===== src/rtl/mandel_cfg_loader_if.sv =====
// Host-side config word handshake for mandel_cfg_loader.
// The host drives a word with valid; the loader answers with ready from its pending slot.
interface mandel_cfg_loader_if #(
    parameter int CFG_BITS = 33
) ();
    logic [CFG_BITS-1:0] cfg_data;
    logic                cfg_valid;
    logic                cfg_ready;

    modport master (
        output cfg_data,
        output cfg_valid,
        input  cfg_ready
    );

    modport slave (
        input  cfg_data,
        input  cfg_valid,
        output cfg_ready
    );
endinterface


===== src/rtl/mandel_cfg_loader.sv =====
// Serial config loader for the tinymandelbrot core: shifts DEFAULT_CFG after reset,
// then host words, LSB-first with HALF_PERIOD clk cycles per sclk phase.
module mandel_cfg_loader #(
    parameter int                  CFG_BITS    = 33,
    parameter logic [CFG_BITS-1:0] DEFAULT_CFG = 33'h03CF10404,
    parameter int                  HALF_PERIOD = 1
) (
    input  logic                  clk,
    input  logic                  reset,
    mandel_cfg_loader_if.slave    host,
    output logic                  cfg_en,
    output logic                  cfg_sdata,
    output logic                  cfg_sclk,
    output logic                  busy,
    output logic                  done,
    output logic                  loaded
);
    localparam int CNT_W = $clog2(CFG_BITS + 1);
    localparam int PH_W  = $clog2(HALF_PERIOD + 1);

    typedef enum logic [2:0] {IDLE, SETUP, HIGH, LOW, FINISH} state_t;

    state_t              state_q, state_d;
    logic [CFG_BITS-1:0] pend_q, pend_d;
    logic                pend_valid_q, pend_valid_d;
    logic [CFG_BITS-1:0] shreg_q, shreg_d;
    logic [CNT_W-1:0]    bitcnt_q, bitcnt_d;
    logic [PH_W-1:0]     phase_q, phase_d;
    logic                cfg_en_q, cfg_en_d;
    logic                cfg_sclk_q, cfg_sclk_d;
    logic                cfg_sdata_q, cfg_sdata_d;
    logic                done_q, done_d;
    logic                loaded_q, loaded_d;
    logic                phase_last;

    always_comb begin
        state_d      = state_q;
        pend_d       = pend_q;
        pend_valid_d = pend_valid_q;
        shreg_d      = shreg_q;
        bitcnt_d     = bitcnt_q;
        phase_d      = '0;
        phase_last   = (phase_q == PH_W'(HALF_PERIOD - 1));

        case (state_q)
            IDLE: begin
                if (pend_valid_q) begin
                    shreg_d      = pend_q;
                    pend_valid_d = 1'b0;
                    bitcnt_d     = '0;
                    state_d      = SETUP;
                end
            end
            SETUP: begin
                if (phase_last) state_d = HIGH;
                else            phase_d = phase_q + PH_W'(1);
            end
            HIGH: begin
                // Data advances only as sclk falls, so it is stable across the whole high phase.
                if (phase_last) begin
                    shreg_d  = shreg_q >> 1;
                    bitcnt_d = bitcnt_q + CNT_W'(1);
                    state_d  = (bitcnt_d == CNT_W'(CFG_BITS)) ? FINISH : LOW;
                end else begin
                    phase_d = phase_q + PH_W'(1);
                end
            end
            LOW: begin
                if (phase_last) state_d = HIGH;
                else            phase_d = phase_q + PH_W'(1);
            end
            FINISH:  state_d = IDLE;
            default: state_d = IDLE;
        endcase

        if (host.cfg_valid && !pend_valid_q) begin
            pend_d       = host.cfg_data;
            pend_valid_d = 1'b1;
        end

        // Outputs are registered from the next state so they line up with state_q.
        cfg_en_d    = (state_d == SETUP) || (state_d == HIGH) || (state_d == LOW);
        cfg_sclk_d  = (state_d == HIGH);
        cfg_sdata_d = cfg_en_d & shreg_d[0];
        done_d      = (state_d == FINISH);
        loaded_d    = loaded_q | done_d;
    end

    always_ff @(posedge clk) begin
        if (reset) begin
            state_q      <= IDLE;
            pend_q       <= DEFAULT_CFG;
            pend_valid_q <= 1'b1;
            shreg_q      <= '0;
            bitcnt_q     <= '0;
            phase_q      <= '0;
            cfg_en_q     <= 1'b0;
            cfg_sclk_q   <= 1'b0;
            cfg_sdata_q  <= 1'b0;
            done_q       <= 1'b0;
            loaded_q     <= 1'b0;
        end else begin
            state_q      <= state_d;
            pend_q       <= pend_d;
            pend_valid_q <= pend_valid_d;
            shreg_q      <= shreg_d;
            bitcnt_q     <= bitcnt_d;
            phase_q      <= phase_d;
            cfg_en_q     <= cfg_en_d;
            cfg_sclk_q   <= cfg_sclk_d;
            cfg_sdata_q  <= cfg_sdata_d;
            done_q       <= done_d;
            loaded_q     <= loaded_d;
        end
    end

    assign host.cfg_ready = ~pend_valid_q;
    assign busy           = (state_q != IDLE) | pend_valid_q;
    assign cfg_en         = cfg_en_q;
    assign cfg_sclk       = cfg_sclk_q;
    assign cfg_sdata      = cfg_sdata_q;
    assign done           = done_q;
    assign loaded         = loaded_q;
endmodule

===== src/flat_wrapper.sv =====
// flat-port wrapper written by rule: the top's interface ports become plain ports
module mandel_cfg_loader_flat 
#(
    parameter int                  CFG_BITS    = 33,
    parameter logic [CFG_BITS-1:0] DEFAULT_CFG = 33'h03CF10404,
    parameter int                  HALF_PERIOD = 1
)
  (clk, reset, cfg_en, cfg_sdata, cfg_sclk, busy, done, loaded, host_cfg_data, host_cfg_valid, host_cfg_ready);
  mandel_cfg_loader_if #(.CFG_BITS(CFG_BITS)) host_i ();
  input  logic clk;
  input  logic reset;
  output logic cfg_en;
  output logic cfg_sdata;
  output logic cfg_sclk;
  output logic busy;
  output logic done;
  output logic loaded;
  input wire logic [$bits(host_i.cfg_data)-1:0] host_cfg_data;
  input wire logic [$bits(host_i.cfg_valid)-1:0] host_cfg_valid;
  output wire logic [$bits(host_i.cfg_ready)-1:0] host_cfg_ready;
  assign host_i.cfg_data = host_cfg_data;
  assign host_i.cfg_valid = host_cfg_valid;
  assign host_cfg_ready = host_i.cfg_ready;
  mandel_cfg_loader #(.CFG_BITS(CFG_BITS), .DEFAULT_CFG(DEFAULT_CFG), .HALF_PERIOD(HALF_PERIOD)) u_core (.clk(clk), .reset(reset), .host(host_i), .cfg_en(cfg_en), .cfg_sdata(cfg_sdata), .cfg_sclk(cfg_sclk), .busy(busy), .done(done), .loaded(loaded));
endmodule

===== config.mk =====
export PLATFORM = sky130hd
export DESIGN_NAME = mandel_cfg_loader_flat
export DESIGN_NICKNAME = d
export VERILOG_FILES = /design/src/rtl/mandel_cfg_loader_if.sv /design/src/rtl/mandel_cfg_loader.sv /design/src/flat_wrapper.sv
export SDC_FILE = /design/constraint.sdc
export NUM_CORES = 1
export LEC_CHECK = 0
export BUFFER_PORTS_ARGS = -buffer_cell sky130_fd_sc_hd__buf_4
export CORE_UTILIZATION = 25
export CTS_CLUSTER_DIAMETER = 40
export DETAILED_ROUTE_END_ITERATION = 10
export PLACE_DENSITY = 0.45
export SLEW_MARGIN = 20
export SYNTH_ARGS = -nofsm -noshare
export SYNTH_HDL_FRONTEND = slang
export SYNTH_SLANG_ARGS = --single-unit

===== constraint.sdc =====
create_clock -name clk -period 2.3 [get_ports clk]
set_input_delay 0.23 -clock clk [delete_from_list [all_inputs] [get_ports clk]]
set_output_delay 0.23 -clock clk [all_outputs]
set_load 0.05 [all_outputs]

==> impl_metrics.json, run 1 <==
{
  "drt-vias-per-instance": 4.55,
  "status": "finished clean",
  "max-cap-violations": 0,
  "dp_hpwl_mm": 4.84,
  "ys_types": 41,
  "hold_end": "u_core.pend_q[27]",
  "share_comb_of_total_power_pct": 15.9,
  "numCtsBuffers": 9,
  "drtIter0Drc": 118,
  "hold_path.class": "input port to flip-flop",
  "mostFrequentLayoutCell": "nand2_1",
  "r2r_slack_ns": 0.48,
  "timing.rr.start": "u_core.bitcnt_q[0]",
  "clk_latency_ns": 0.32,
  "p_seq_share_pct": 43.6,
  "p_sw_share_pct": 26.7,
  "routed_wl_mm": 7.46,
  "skew_ns": 0.00505,
  "coreArea_um2": 12700,
  "yosysTopAreaCell": "dfxtp_1",
  "syn_nets": 422,
  "diodes": 0,
  "leakage_nw": 1.50,
  "num_vias": 2700,
  "gr-total-overflow": 0,
  "final.setup.tns_ns": 0,
  "synth_area_leaders": "dfxtp_1, nand2_1, a21oi_1, a22oi_1, nand3b_1",
  "min_delay_path_depth": 3,
  "root_buffer": "clkbuf_16",
  "cts.repair.resized": 0,
  "ios": 43,
  "clock_power_share_pct": 40.5,
  "syn2layout_area_growth_pct": 24.3,
  "synth_top_cell_area_share_pct": 50.3,
  "power.density_nw_per_um2": 914,
  "grt_pass1_vias": 2545,
  "cp_cell_sequence": "ha_1 > and2_1 > a41oi_1 > a2111oi_0 > nor3_1",
  "reg2reg_depth": 5,
  "period_minus_slack_ns": 1.82,
  "grt.total_usage_pct": 11.8,
  "die_x_um": 116,
  "vdd_drop_max_mv": 0.339,
  "cts_tree": "yes",
  "dp_slack_ns": 0.524,
  "setup_viol": 0,
  "drv_slew": 0,
  "ys_ff_latch": 82,
  "antenna_found_initial": 0,
  "cp.required_ns": 2.48,
  "slew_headroom_pct": 54.2,
  "intPower_mw": 2.72,
  "fmax_mhz": 549,
  "grt_pass1_wl_mm": 12.4,
  "synth_area_um2": 3260,
  "postRouteAntennaNets": 0,
  "start_util_pct": 25.7,
  "end_kind": "flip-flop",
  "yosys_warnings": 0,
  "cts_max_level": 3,
  "drive_above_1_share_pct": 17.8,
  "rsz0062_at_grt": "no",
  "worstMarginPinSlew_ns": 0.688,
  "clockBufferDepth": 2,
  "hold_violations": 0,
  "firstDrtPassIters": 4,
  "clock-sinks": 82,
  "worst_slack_ns": 0.478,
  "mostFrequentLayoutCells": "nand2_1, dfxtp_1, a21oi_1, buf_4, a22oi_1",
  "cp.arrival_ns": 2.00,
  "critPathSlowestCell": "a2111oi_0",
  "avgRoutedWirePerCell_um": 12.6,
  "placementRows": 41,
  "cts.clk_slew.worst_paths_ns": 0.06,
  "ctsHoldBuffers": 0,
  "post-route-period-util_pct": 79.2,
  "worstPathMaxFanout": 6,
  "crit_type": "flip-flop to flip-flop",
  "holdCritStartpoint": "host_cfg_data[27]",
  "syn-instance-count": 384,
  "drc_errors": 0,
  "post_cts_buffers": 0,
  "p_sw_mw": 0.988,
  "port_buffers": 42,
  "yosysSeqAreaShare_pct": 50.3,
  "die_y_um": 116,
  "critPathLaunchType": "flip-flop",
  "gp_congestion": 0.804,
  "crit_path_max_incr_delay_ns": 0.52,
  "nets": 455,
  "grt_max_degree": 67,
  "rr_endpoint": "u_core.state_q[1]",
  "syn_avg_cell_area_um2": 8.49,
  "dieArea_um2": 13500
}
-- cell families after synthesis --
group	share of synthesized area, %
compound gates	20.3
fa+ha+maj	0.767
buf+inv	4.18
flops	50.3
mux	0.307
other cells	0.115
simple gates	24.0
-- state kept, by name (all words and copies together), names as in the netlist --
name and count:
u_core.pend_q 33, u_core.shreg_q 33, u_core.bitcnt_q 6, u_core.state_q 3
u_core.cfg_en 1, u_core.cfg_sclk 1, u_core.cfg_sdata 1, u_core.done 1
u_core.loaded 1, u_core.pend_valid_q 1, u_core.phase_q 1
-- metal layers --
metal	wire length [um]	global-route usage (%)	vias to the layer above
met5	0	0	-
met4	55	3.59	0
met3	223	3.11	2
met2	3500	19.3	42
met1	3680	15.3	1263
li1	-	-	1393
-- through the flow --
stage               util [%]  cell area [um^2]  instances  power, mW  hold WS, ns
floorplan                  -              3260        384       2.05        0.354
global placement        29.5              3740        578       2.24        0.442
detailed placement      29.5              3740        578       2.25        0.446
CTS                     32.0              4050        594       3.77        0.102
global route            32.0              4050        594       3.90        0.109
finish                  32.0              4050        594       3.71        0.114
-- power groups by stage --
stage                     Clock [mW]  Combinational [mW]  Sequential [mW]
final                           1.50               0.588             1.62
after global routing            1.61               0.661             1.63
after CTS                       1.55               0.601             1.62
after detailed placement           0               0.599             1.65
after global placement             0               0.592             1.65
after floorplan                    0               0.413             1.63
-- worst max path at each step --
| stage | from | end | slack (ns) | cells past startpoint |
|---|---|---|---|---|
| 2_1_floorplan | u_core.bitcnt_q[0] | u_core.state_q[1] | 0.74 | 5 |
| 3_3_place_gp | u_core.bitcnt_q[0] | u_core.state_q[1] | 0.58 | 5 |
| 3_5_place_dp | u_core.bitcnt_q[0] | u_core.state_q[1] | 0.52 | 5 |
| 4_1_cts | u_core.bitcnt_q[0] | u_core.state_q[1] | 0.51 | 5 |
| 5_1_grt | u_core.bitcnt_q[0] | u_core.state_q[1] | 0.32 | 5 |
| 6_report | u_core.bitcnt_q[0] | u_core.state_q[1] | 0.48 | 5 |
-- critical path, delay by kind of cell (launching register included) --
kind,cells,cell delay [ns]
and+or+nand+nor,2,0.23
adders and majority gates,1,0.26
AOI/OAI and AO/OA,2,0.78
DFF,1,0.41
-- synth_stat cells --
cell type and count:
o41ai_2 1, a21oi_1 58, inv_1 4, or4b_4 1, nor2b_1 4, and4_1 1, a31oi_1 1, mux2i_1 1
a21oi_2 1, o21ai_0 4, nand3b_1 12, conb_1 1, nand3_1 1, a22oi_1 32, dfxtp_1 82, a211oi_1 4
nand4_1 1, clkbuf_1 18, or4b_1 1, and3b_1 1, nand2_1 104, a22o_1 1, nor4b_4 2, nor2_1 10
or3_1 2, and2_4 1, nand2b_1 3, o21bai_1 2, buf_2 10, nor4b_1 1, buf_1 1, a41oi_1 1
nand3_2 1, nor4_1 3, a32oi_1 1, a2111oi_0 1, ha_1 2, and2_1 4, nand4b_1 1, nor4_2 1
nor3_1 3
-- layout make-up --
cell class                      count  area (um^2)
Tap cell                          172          215
Inverter                            4         15.0
Multi-Input combinational cell    269         1490
Sequential cell                    82         1640
Clock inverter                      5         78.8
Clock buffer                       11          233
Fill cell                        1366         8620
Timing Repair Buffer               51          383
No activity file was read; power rests on OpenSTA's default activity.
==> run 2, diff against run 1 <==
- clock period: 2.3 -> 1.8 ns (I/O delays scaled with it)
==> run 2 against run 1 <==
Global-route usage is 0.46 points higher. Sequential power is 28% higher. Worst setup slack got worse by 0.36 ns. Clock-buffer cell count decreased by 1. Die area did not move. Power increased by 30%. Core utilization up 0.62 points. Highest routed layer unchanged. Hold slack got worse by 0.054 ns.
==> impl_metrics.json, run 2 (synthesis gave the netlist of run 1 again) <==
{
  "status": "finished clean",
  "crit_type": "flip-flop to flip-flop",
  "skew_ns": 0.00820,
  "cp.arrival_ns": 1.87,
  "post-route-period-util_pct": 93.5,
  "hold_path.class": "input port to flip-flop",
  "syn2layout_area_growth_pct": 26.7,
  "firstDrtPassIters": 4,
  "mostFrequentLayoutCells": "nand2_1, dfxtp_1, a21oi_1, buf_4, a22oi_1",
  "r2r_slack_ns": 0.12,
  "cts_max_level": 3,
  "routed_wl_mm": 7.71,
  "die_y_um": 116,
  "worst_slack_ns": 0.117,
  "clk_latency_ns": 0.33,
  "max-cap-violations": 0,
  "dieArea_um2": 13500,
  "drc_errors": 0,
  "end_kind": "flip-flop",
  "ctsHoldBuffers": 0,
  "power.density_nw_per_um2": 1170,
  "placementRows": 41,
  "drive_above_1_share_pct": 20.2,
  "grt.total_usage_pct": 12.3,
  "postRouteAntennaNets": 0,
  "critPathLaunchType": "flip-flop",
  "period_minus_slack_ns": 1.68,
  "cts_tree": "yes",
  "post_cts_buffers": 0,
  "p_seq_share_pct": 42.8,
  "worstMarginPinSlew_ns": 0.585,
  "start_util_pct": 25.7,
  "die_x_um": 116,
  "slew_headroom_pct": 61.0,
  "p_sw_share_pct": 26.8,
  "clock-sinks": 82,
  "coreArea_um2": 12700,
  "drt-vias-per-instance": 4.59,
  "cp_cell_sequence": "ha_2 > and2_1 > a41oi_2 > a2111oi_2 > nor3_1",
  "root_buffer": "clkbuf_16",
  "port_buffers": 42,
  "reg_top3": "u_core.pend_q x33, u_core.shreg_q x33, u_core.bitcnt_q x6",
  "fin_total_pwr_mw": 4.83,
  "gr-total-overflow": 0,
  "clock_power_share_pct": 41.2,
  "grt_pass1_vias": 2590,
  "drtIter0Drc": 116,
  "numCtsBuffers": 9,
  "dp_hpwl_mm": 5.03,
  "avgRoutedWirePerCell_um": 12.9,
  "vdd_drop_max_mv": 0.398,
  "gp_congestion": 0.766,
  "intPower_mw": 3.53,
  "cts.repair.resized": 0,
  "grt_max_degree": 55,
  "critPathSlowestCell": "dfxtp_1",
  "hold_violations": 0,
  "cts.clk_slew.worst_paths_ns": 0.06,
  "leakage_nw": 1.53,
  "cp.required_ns": 1.99,
  "clockBufferDepth": 2,
  "mostFrequentLayoutCell": "nand2_1",
  "drv_slew": 0,
  "ios": 43,
  "worstPathMaxFanout": 6,
  "grt_pass1_wl_mm": 12.8,
  "nets": 458,
  "fmax_mhz": 594,
  "dp_slack_ns": 0.0254,
  "setup_viol": 0,
  "p_sw_mw": 1.30,
  "crit_path_max_incr_delay_ns": 0.42,
  "antenna_found_initial": 0,
  "diodes": 0,
  "num_vias": 2741,
  "share_comb_of_total_power_pct": 16.0
}
run 2: critical path: cells and delay by family (launching register included):
family,cells,cell delay [ns]
AOI/OAI and AO/OA,2,0.61
adders and majority gates,1,0.25
and+or+nand+nor,2,0.24
DFF,1,0.42
run 2: cell type report:
type	count	area, um^2
Fill cell	1365	8540
Tap cell	172	215
Timing Repair Buffer	54	418
Clock buffer	10	239
Sequential cell	82	1640
Inverter	4	15.0
Clock inverter	6	87.6
Multi-Input combinational cell	269	1520
run 2: path summary, 6_finish.rpt:
| path | depth (start not counted) | start | to |
|---|---|---|---|
| hold reg to reg | 2 | u_core.shreg_q[4] | u_core.shreg_q[4] |
| setup reg to reg | 5 | u_core.bitcnt_q[0] | u_core.state_q[1] |
| setup / recovery | 5 | u_core.bitcnt_q[0] | u_core.state_q[1] |
| hold / removal | 3 | host_cfg_data[26] | u_core.pend_q[26] |
run 2: routing by layer:
| layer | part of all wire [%] | track usage [%] |
|---|---|---|
| met5 | 0 | 0 |
| met2 | 45 | 18.8 |
| met4 | 1.9 | 5.04 |
| met3 | 3.0 | 2.85 |
| met1 | 50 | 16.7 |
run 2: power by group through the flow:
stage | Combinational (mW) | Sequential, mW | Clock [mW]
final | 0.775 | 2.07 | 1.99
after global routing | 0.868 | 2.08 | 2.15
after CTS | 0.784 | 2.06 | 2.05
after detailed placement | 0.781 | 2.10 | 0
after global placement | 0.773 | 2.10 | 0
after floorplan | 0.528 | 2.09 | 0
run 2: per-stage QoR:
stage / util, % / cells / hold WS (ns) / setup TNS [ns] / instance area (um^2)
finish: 32.6 / 597 / 0.0597 / 0 / 4130
floorplan: - / 384 / 0.304 / 0 / 3260
global route: 32.6 / 597 / 0.0550 / -0.00421 / 4130
detailed placement: 29.8 / 581 / 0.392 / 0 / 3780
CTS: 32.4 / 597 / 0.0488 / 0 / 4100
global placement: 29.8 / 581 / 0.393 / 0 / 3780
